**config.mk**
```make
export PLATFORM = sky130hd
export DESIGN_NAME = regfile_dump_reader
export DESIGN_NICKNAME = d
export VERILOG_FILES = /design/src/rtl/regfile_dump_reader.sv
export SDC_FILE = /design/constraint.sdc
export NUM_CORES = 1
export LEC_CHECK = 0
export CORE_MARGIN = 5
export CORE_UTILIZATION = 35
export CTS_CLUSTER_SIZE = 16
export DETAILED_ROUTE_END_ITERATION = 10
export PLACE_DENSITY = 0.78
export SLEW_MARGIN = 20
export SYNTH_ARGS = -nofsm -noshare
export SYNTH_HDL_FRONTEND = slang
export SYNTH_SLANG_ARGS = --single-unit
```
**constraint.sdc**
```tcl
create_clock -name Clk -period 1.95 [get_ports Clk]
set_input_delay 0.2925 -clock Clk [delete_from_list [all_inputs] [get_ports Clk]]
set_output_delay 0.2925 -clock Clk [all_outputs]
set_load 0.1 [all_outputs]
```
**src/rtl/regfile_dump_reader.sv**
```systemverilog
// Debug read-out engine: walks the register file and streams each word out over valid/ready.
// Optional trailing XOR checksum beat is enabled by defining DUMP_CHECKSUM_EN.
module regfile_dump_reader #(
  parameter int DATA_WIDTH = 64,
  parameter int NUM_REGS   = 32,
  localparam int IDX_W     = $clog2(NUM_REGS)
) (
  input  logic                  Clk,
  input  logic                  Rst_n,
  input  logic                  Start,
  input  logic                  Abort,
  output logic [IDX_W-1:0]      RA,
  input  logic [DATA_WIDTH-1:0] BusA,
  output logic [DATA_WIDTH-1:0] DumpData,
  output logic [IDX_W-1:0]      DumpIdx,
  output logic                  DumpSum,
  output logic                  DumpLast,
  output logic                  DumpValid,
  input  logic                  DumpReady,
  output logic                  Busy,
  output logic                  Done
);

  localparam logic [IDX_W-1:0] LAST_IDX = IDX_W'(NUM_REGS - 1);
  localparam logic [IDX_W-1:0] IDX_ONE  = IDX_W'(1);

  typedef enum logic [2:0] {
    IDLE = 3'd0,
    ADDR = 3'd1,
    SEND = 3'd2,
`ifdef DUMP_CHECKSUM_EN
    SUM  = 3'd3,
`endif
    DONE = 3'd4
  } dumpState_t;

  dumpState_t             curState_r, nextState_s;
  logic [IDX_W-1:0]       raNext_s, idxNext_s;
  logic [DATA_WIDTH-1:0]  dataNext_s;
  logic                   sumNext_s, lastNext_s, validNext_s, busyNext_s, doneNext_s;

`ifdef DUMP_CHECKSUM_EN
  logic [DATA_WIDTH-1:0]  checksum_r, checksumNext_s;

  function automatic logic [DATA_WIDTH-1:0] foldXor(input logic [DATA_WIDTH-1:0] acc,
                                                    input logic [DATA_WIDTH-1:0] word);
    return acc ^ word;
  endfunction
`endif

  // Next-state and next-output decode; outputs are registered below.
  always_comb begin
    nextState_s = curState_r;
    raNext_s    = RA;
    dataNext_s  = DumpData;
    idxNext_s   = DumpIdx;
    sumNext_s   = DumpSum;
    lastNext_s  = DumpLast;
    validNext_s = DumpValid;
    busyNext_s  = Busy;
    doneNext_s  = 1'b0;
`ifdef DUMP_CHECKSUM_EN
    checksumNext_s = checksum_r;
`endif
    if (Abort && (curState_r != IDLE)) begin
      // Abort beats a same-edge handshake and never produces Done.
      nextState_s = IDLE;
      raNext_s    = {IDX_W{1'b0}};
      validNext_s = 1'b0;
      sumNext_s   = 1'b0;
      lastNext_s  = 1'b0;
      busyNext_s  = 1'b0;
    end else begin
      case (curState_r)
        IDLE: begin
          if (Start) begin
            nextState_s = ADDR;
            raNext_s    = {IDX_W{1'b0}};
            busyNext_s  = 1'b1;
`ifdef DUMP_CHECKSUM_EN
            checksumNext_s = {DATA_WIDTH{1'b0}};
`endif
          end else begin
            nextState_s = IDLE;
          end
        end
        ADDR: begin
          nextState_s = SEND;
          dataNext_s  = BusA;
          idxNext_s   = RA;
          validNext_s = 1'b1;
          sumNext_s   = 1'b0;
`ifdef DUMP_CHECKSUM_EN
          lastNext_s     = 1'b0;
          checksumNext_s = foldXor(checksum_r, BusA);
`else
          lastNext_s  = (RA == LAST_IDX);
`endif
        end
        SEND: begin
          if (DumpReady) begin
            validNext_s = 1'b0;
            lastNext_s  = 1'b0;
            if (RA != LAST_IDX) begin
              nextState_s = ADDR;
              raNext_s    = RA + IDX_ONE;
            end else begin
`ifdef DUMP_CHECKSUM_EN
              nextState_s = SUM;
              dataNext_s  = checksum_r;
              idxNext_s   = LAST_IDX;
              sumNext_s   = 1'b1;
              lastNext_s  = 1'b1;
              validNext_s = 1'b1;
`else
              nextState_s = DONE;
              raNext_s    = {IDX_W{1'b0}};
              busyNext_s  = 1'b0;
              doneNext_s  = 1'b1;
`endif
            end
          end else begin
            nextState_s = SEND;
          end
        end
`ifdef DUMP_CHECKSUM_EN
        SUM: begin
          if (DumpReady) begin
            nextState_s = DONE;
            validNext_s = 1'b0;
            sumNext_s   = 1'b0;
            lastNext_s  = 1'b0;
            raNext_s    = {IDX_W{1'b0}};
            busyNext_s  = 1'b0;
            doneNext_s  = 1'b1;
          end else begin
            nextState_s = SUM;
          end
        end
`endif
        DONE: begin
          nextState_s = IDLE;
        end
        default: begin
          nextState_s = IDLE;
          raNext_s    = {IDX_W{1'b0}};
          validNext_s = 1'b0;
          sumNext_s   = 1'b0;
          lastNext_s  = 1'b0;
          busyNext_s  = 1'b0;
        end
      endcase
    end
  end

  // State and output registers.
  always_ff @(posedge Clk or negedge Rst_n) begin
    if (!Rst_n) begin
      curState_r <= IDLE;
      RA         <= {IDX_W{1'b0}};
      DumpData   <= {DATA_WIDTH{1'b0}};
      DumpIdx    <= {IDX_W{1'b0}};
      DumpSum    <= 1'b0;
      DumpLast   <= 1'b0;
      DumpValid  <= 1'b0;
      Busy       <= 1'b0;
      Done       <= 1'b0;
    end else begin
      curState_r <= nextState_s;
      RA         <= raNext_s;
      DumpData   <= dataNext_s;
      DumpIdx    <= idxNext_s;
      DumpSum    <= sumNext_s;
      DumpLast   <= lastNext_s;
      DumpValid  <= validNext_s;
      Busy       <= busyNext_s;
      Done       <= doneNext_s;
    end
  end

`ifdef DUMP_CHECKSUM_EN
  // Running XOR of every captured word.
  always_ff @(posedge Clk or negedge Rst_n) begin
    if (!Rst_n) begin
      checksum_r <= {DATA_WIDTH{1'b0}};
    end else begin
      checksum_r <= checksumNext_s;
    end
  end
`endif

endmodule
```
==> flow_metrics.py, run 1 <==
metrics = {
    "outcome": {
        "status": "finished clean",
    },
    "critical_path": {
        "arrival_ns": 2.04,
        "start_kind": "flop",
        "crit_path_end_kind": "flop",
        "crit_slowest_cell": "or4b_1",
        "cp_cell_sequence": "ha_1, and3_1, ha_1, or4b_1, o211ai_1",
        "cpPeakStageDelay_ns": 0.49,
        "crit_required_ns": 2.21,
        "criticalPathCategory": "reg2reg",
        "path_common_cell": "ha_1",
        "crit_path_max_fanout": 7,
    },
    "die": {
        "io_pins": 148,
        "die_area_um2": 11200,
        "num_rows": 35,
        "fp.coreArea_um2": 9110,
        "start_util_pct": 35.4,
        "die_y_um": 106,
        "fp.dieW_um": 106,
    },
    "finish": {
        "final_net_count": 438,
        "drive_gt1_share_pct": 49.5,
        "syn_to_final_growth_pct": 51.8,
        "diodes": 0,
        "final_area_um2": 4900,
    },
    "grt": {
        "grt_pass1_wl_um": 12300,
        "grt_use_total_pct": 13.7,
        "antenna_found_initial": 0,
        "overflow": 0,
        "first_global_vias": 2454,
        "grt_max_degree": 41,
    },
    "worst_hold_path": {
        "hold_path.class": "in2async",
    },
    "clocking": {
        "cts_root_buf": "clkbuf_8",
        "cts_resized": 0,
        "clk_latency_ns": 0.34,
        "ctsLongestPathBuffers": 2,
        "cts_hold_buffers": 1,
        "cts_buffers": 9,
        "cts-htree-levels": 3,
        "cts_tree": "built",
        "cts_setup_buffers": 0,
        "cts_sinks": 81,
        "cts.clk_slew.worst_paths_ns": 0.08,
    },
    "synthesis": {
        "synthTopCellsByCount": "dfrtp_1 (81), mux2_2 (69), buf_6 (7)",
        "synth_ff_type": "dfrtp_1",
        "synth_cell_types": 28,
        "avgSynthCellArea_um2": 15.8,
        "synth-seq-cells": 81,
        "synth_area_leaders": "dfrtp_1 (63%), mux2_2 (24%), buf_6 (2.4%)",
        "seq_area_frac_synth_pct": 62.8,
        "syn_inst": 204,
        "ys_warn_count": 0,
        "yosysTopAreaCellShare_pct": 62.8,
        "syn-num-nets": 275,
        "synth_most_common_cell": "dfrtp_1",
        "synth_top_cell_by_area": "dfrtp_1",
        "synth_area_um2": 3230,
        "async_reset_ff_share_pct": 100,
        "synth_edf_count": 0,
    },
    "timing": {
        "drv_slew": 0,
        "rsz0062_at_grt": "no",
        "fin_crit_sh_pct": 91.2,
        "fin_skew_ns": 0.00886,
        "period_needed_ns": 1.78,
        "setup_viol": 0,
        "max_freq_mhz": 563,
        "tns_ns": 0,
        "hold_violations": 0,
    },
    "placed_design": {
        "placed_cell_area_um2": 4690,
        "dp_hpwl_um": 5840,
        "port-buffer-count": 146,
        "gp_congestion": 0.730,
    },
    "route": {
        "vias_per_cell": 4.69,
        "drt_iter0_drc": 58,
        "drc": 0,
        "avgRoutedWirePerCell_um": 15.6,
        "postRouteAntennaNets": 0,
        "vias": 2265,
        "first_pass_iters": 4,
        "totalWireLength_um": 7540,
    },
    "flow_run": {
        "cap_violations": 0,
    },
}
## cells in the final DEF (no fill, tap or decap), drive strengths merged, types with 4 or more instances in the layout
master / netlist / final
buf: 11 / 95
dfrtp: 81 / 81
mux2: 69 / 69
clkdlybuf4s50: 0 / 67
clkbuf: 0 / 11
inv: 4 / 5
and3: 4 / 4
a21o: 4 / 4
mux2i: 4 / 4
## flip-flops by register name (all words and copies together), names as in the netlist
register and cells:
DumpData 64, DumpIdx 5, RA 5, curState_r 3, Busy 1, Done 1
DumpLast 1, DumpValid 1
## layer usage
layer | GRT usage [%] | routed length (um) | vias up | share of wire, %
met3 | 4.92 | 570 | 12 | 7.6
li1 | - | - | 1045 | -
met5 | 0 | 0 | - | 0
met1 | 16.2 | 3020 | 1118 | 40
met4 | 6.85 | 147 | 0 | 1.9
met2 | 22.2 | 3810 | 90 | 50
## logic make-up after synthesis
group                      after synthesis  share of synthesized area (%)
DFF                                     81                           62.8
muxes                                   73                           25.3
and+or+nand+nor                         18                           4.19
buffers and inverters                   15                           3.68
AOI/OAI and AO/OA                       14                           3.10
adders and majority gates                2                          0.775
other                                    1                          0.116
## cell type report
| cell class | count | area (um2) |
|---|---|---|
| multi-input cells | 108 | 1090 |
| well taps | 111 | 139 |
| clock buffers | 11 | 141 |
| repair buffers | 163 | 1430 |
| fillers | 784 | 4210 |
| clock inverters | 5 | 53.8 |
| inverters | 4 | 15.0 |
| flip-flops and latches | 81 | 2030 |
## worst max-delay path, delay by kind of cell (launching register included)
family | cells | cell delay (ns)
and+or+nand+nor | 2 | 0.68
adders and majority gates | 2 | 0.48
DFF | 1 | 0.45
AOI/OAI and AO/OA | 1 | 0.09
## worst paths after layout
path	startpoint	to	slack (ns)	cells after the start
setup / recovery	RA[0]$_DFFE_PN0P_	RA[2]$_DFFE_PN0P_	0.17	5
hold / removal	Rst_n	DumpIdx[2]$_DFFE_PN0P_	0.32	2
setup reg to reg	RA[0]$_DFFE_PN0P_	RA[2]$_DFFE_PN0P_	0.17	5
hold reg to reg	DumpValid$_DFFE_PN0P_	DumpValid$_DFFE_PN0P_	0.50	1
max in group asynchronous	Rst_n	DumpData[30]$_DFFE_PN0P_	0.99	3
min in group Clk	DumpValid$_DFFE_PN0P_	DumpValid$_DFFE_PN0P_	0.50	1
## stage by stage
stage	setup WS (ns)	hold slack, ns	util [%]	instances
floorplan	0.0116	-0.00309	-	204
global placement	0.0602	0.130	51.5	466
detailed placement	0.00416	0.135	51.5	466
CTS	0.169	0.288	53.8	483
global route	0.0495	0.310	53.8	483
finish	0.172	0.321	53.8	483
Power of run 1 is not shown: default switching activity piles up to over one toggle a cycle in this logic, so the estimate is an artifact.
==> run 2, diff against run 1 <==
--- a/config.mk
+++ b/config.mk
@@ -10,7 +10,6 @@
 export CTS_CLUSTER_SIZE = 16
 export DETAILED_ROUTE_END_ITERATION = 10
 export PLACE_DENSITY = 0.78
-export SLEW_MARGIN = 20
 export SYNTH_ARGS = -nofsm -noshare
 export SYNTH_HDL_FRONTEND = slang
 export SYNTH_SLANG_ARGS = --single-unit
==> results of run 2 <==
No change in the layout: final DEF, timing and power equal those of run 1.
Power of run 2 is left out for the same reason.
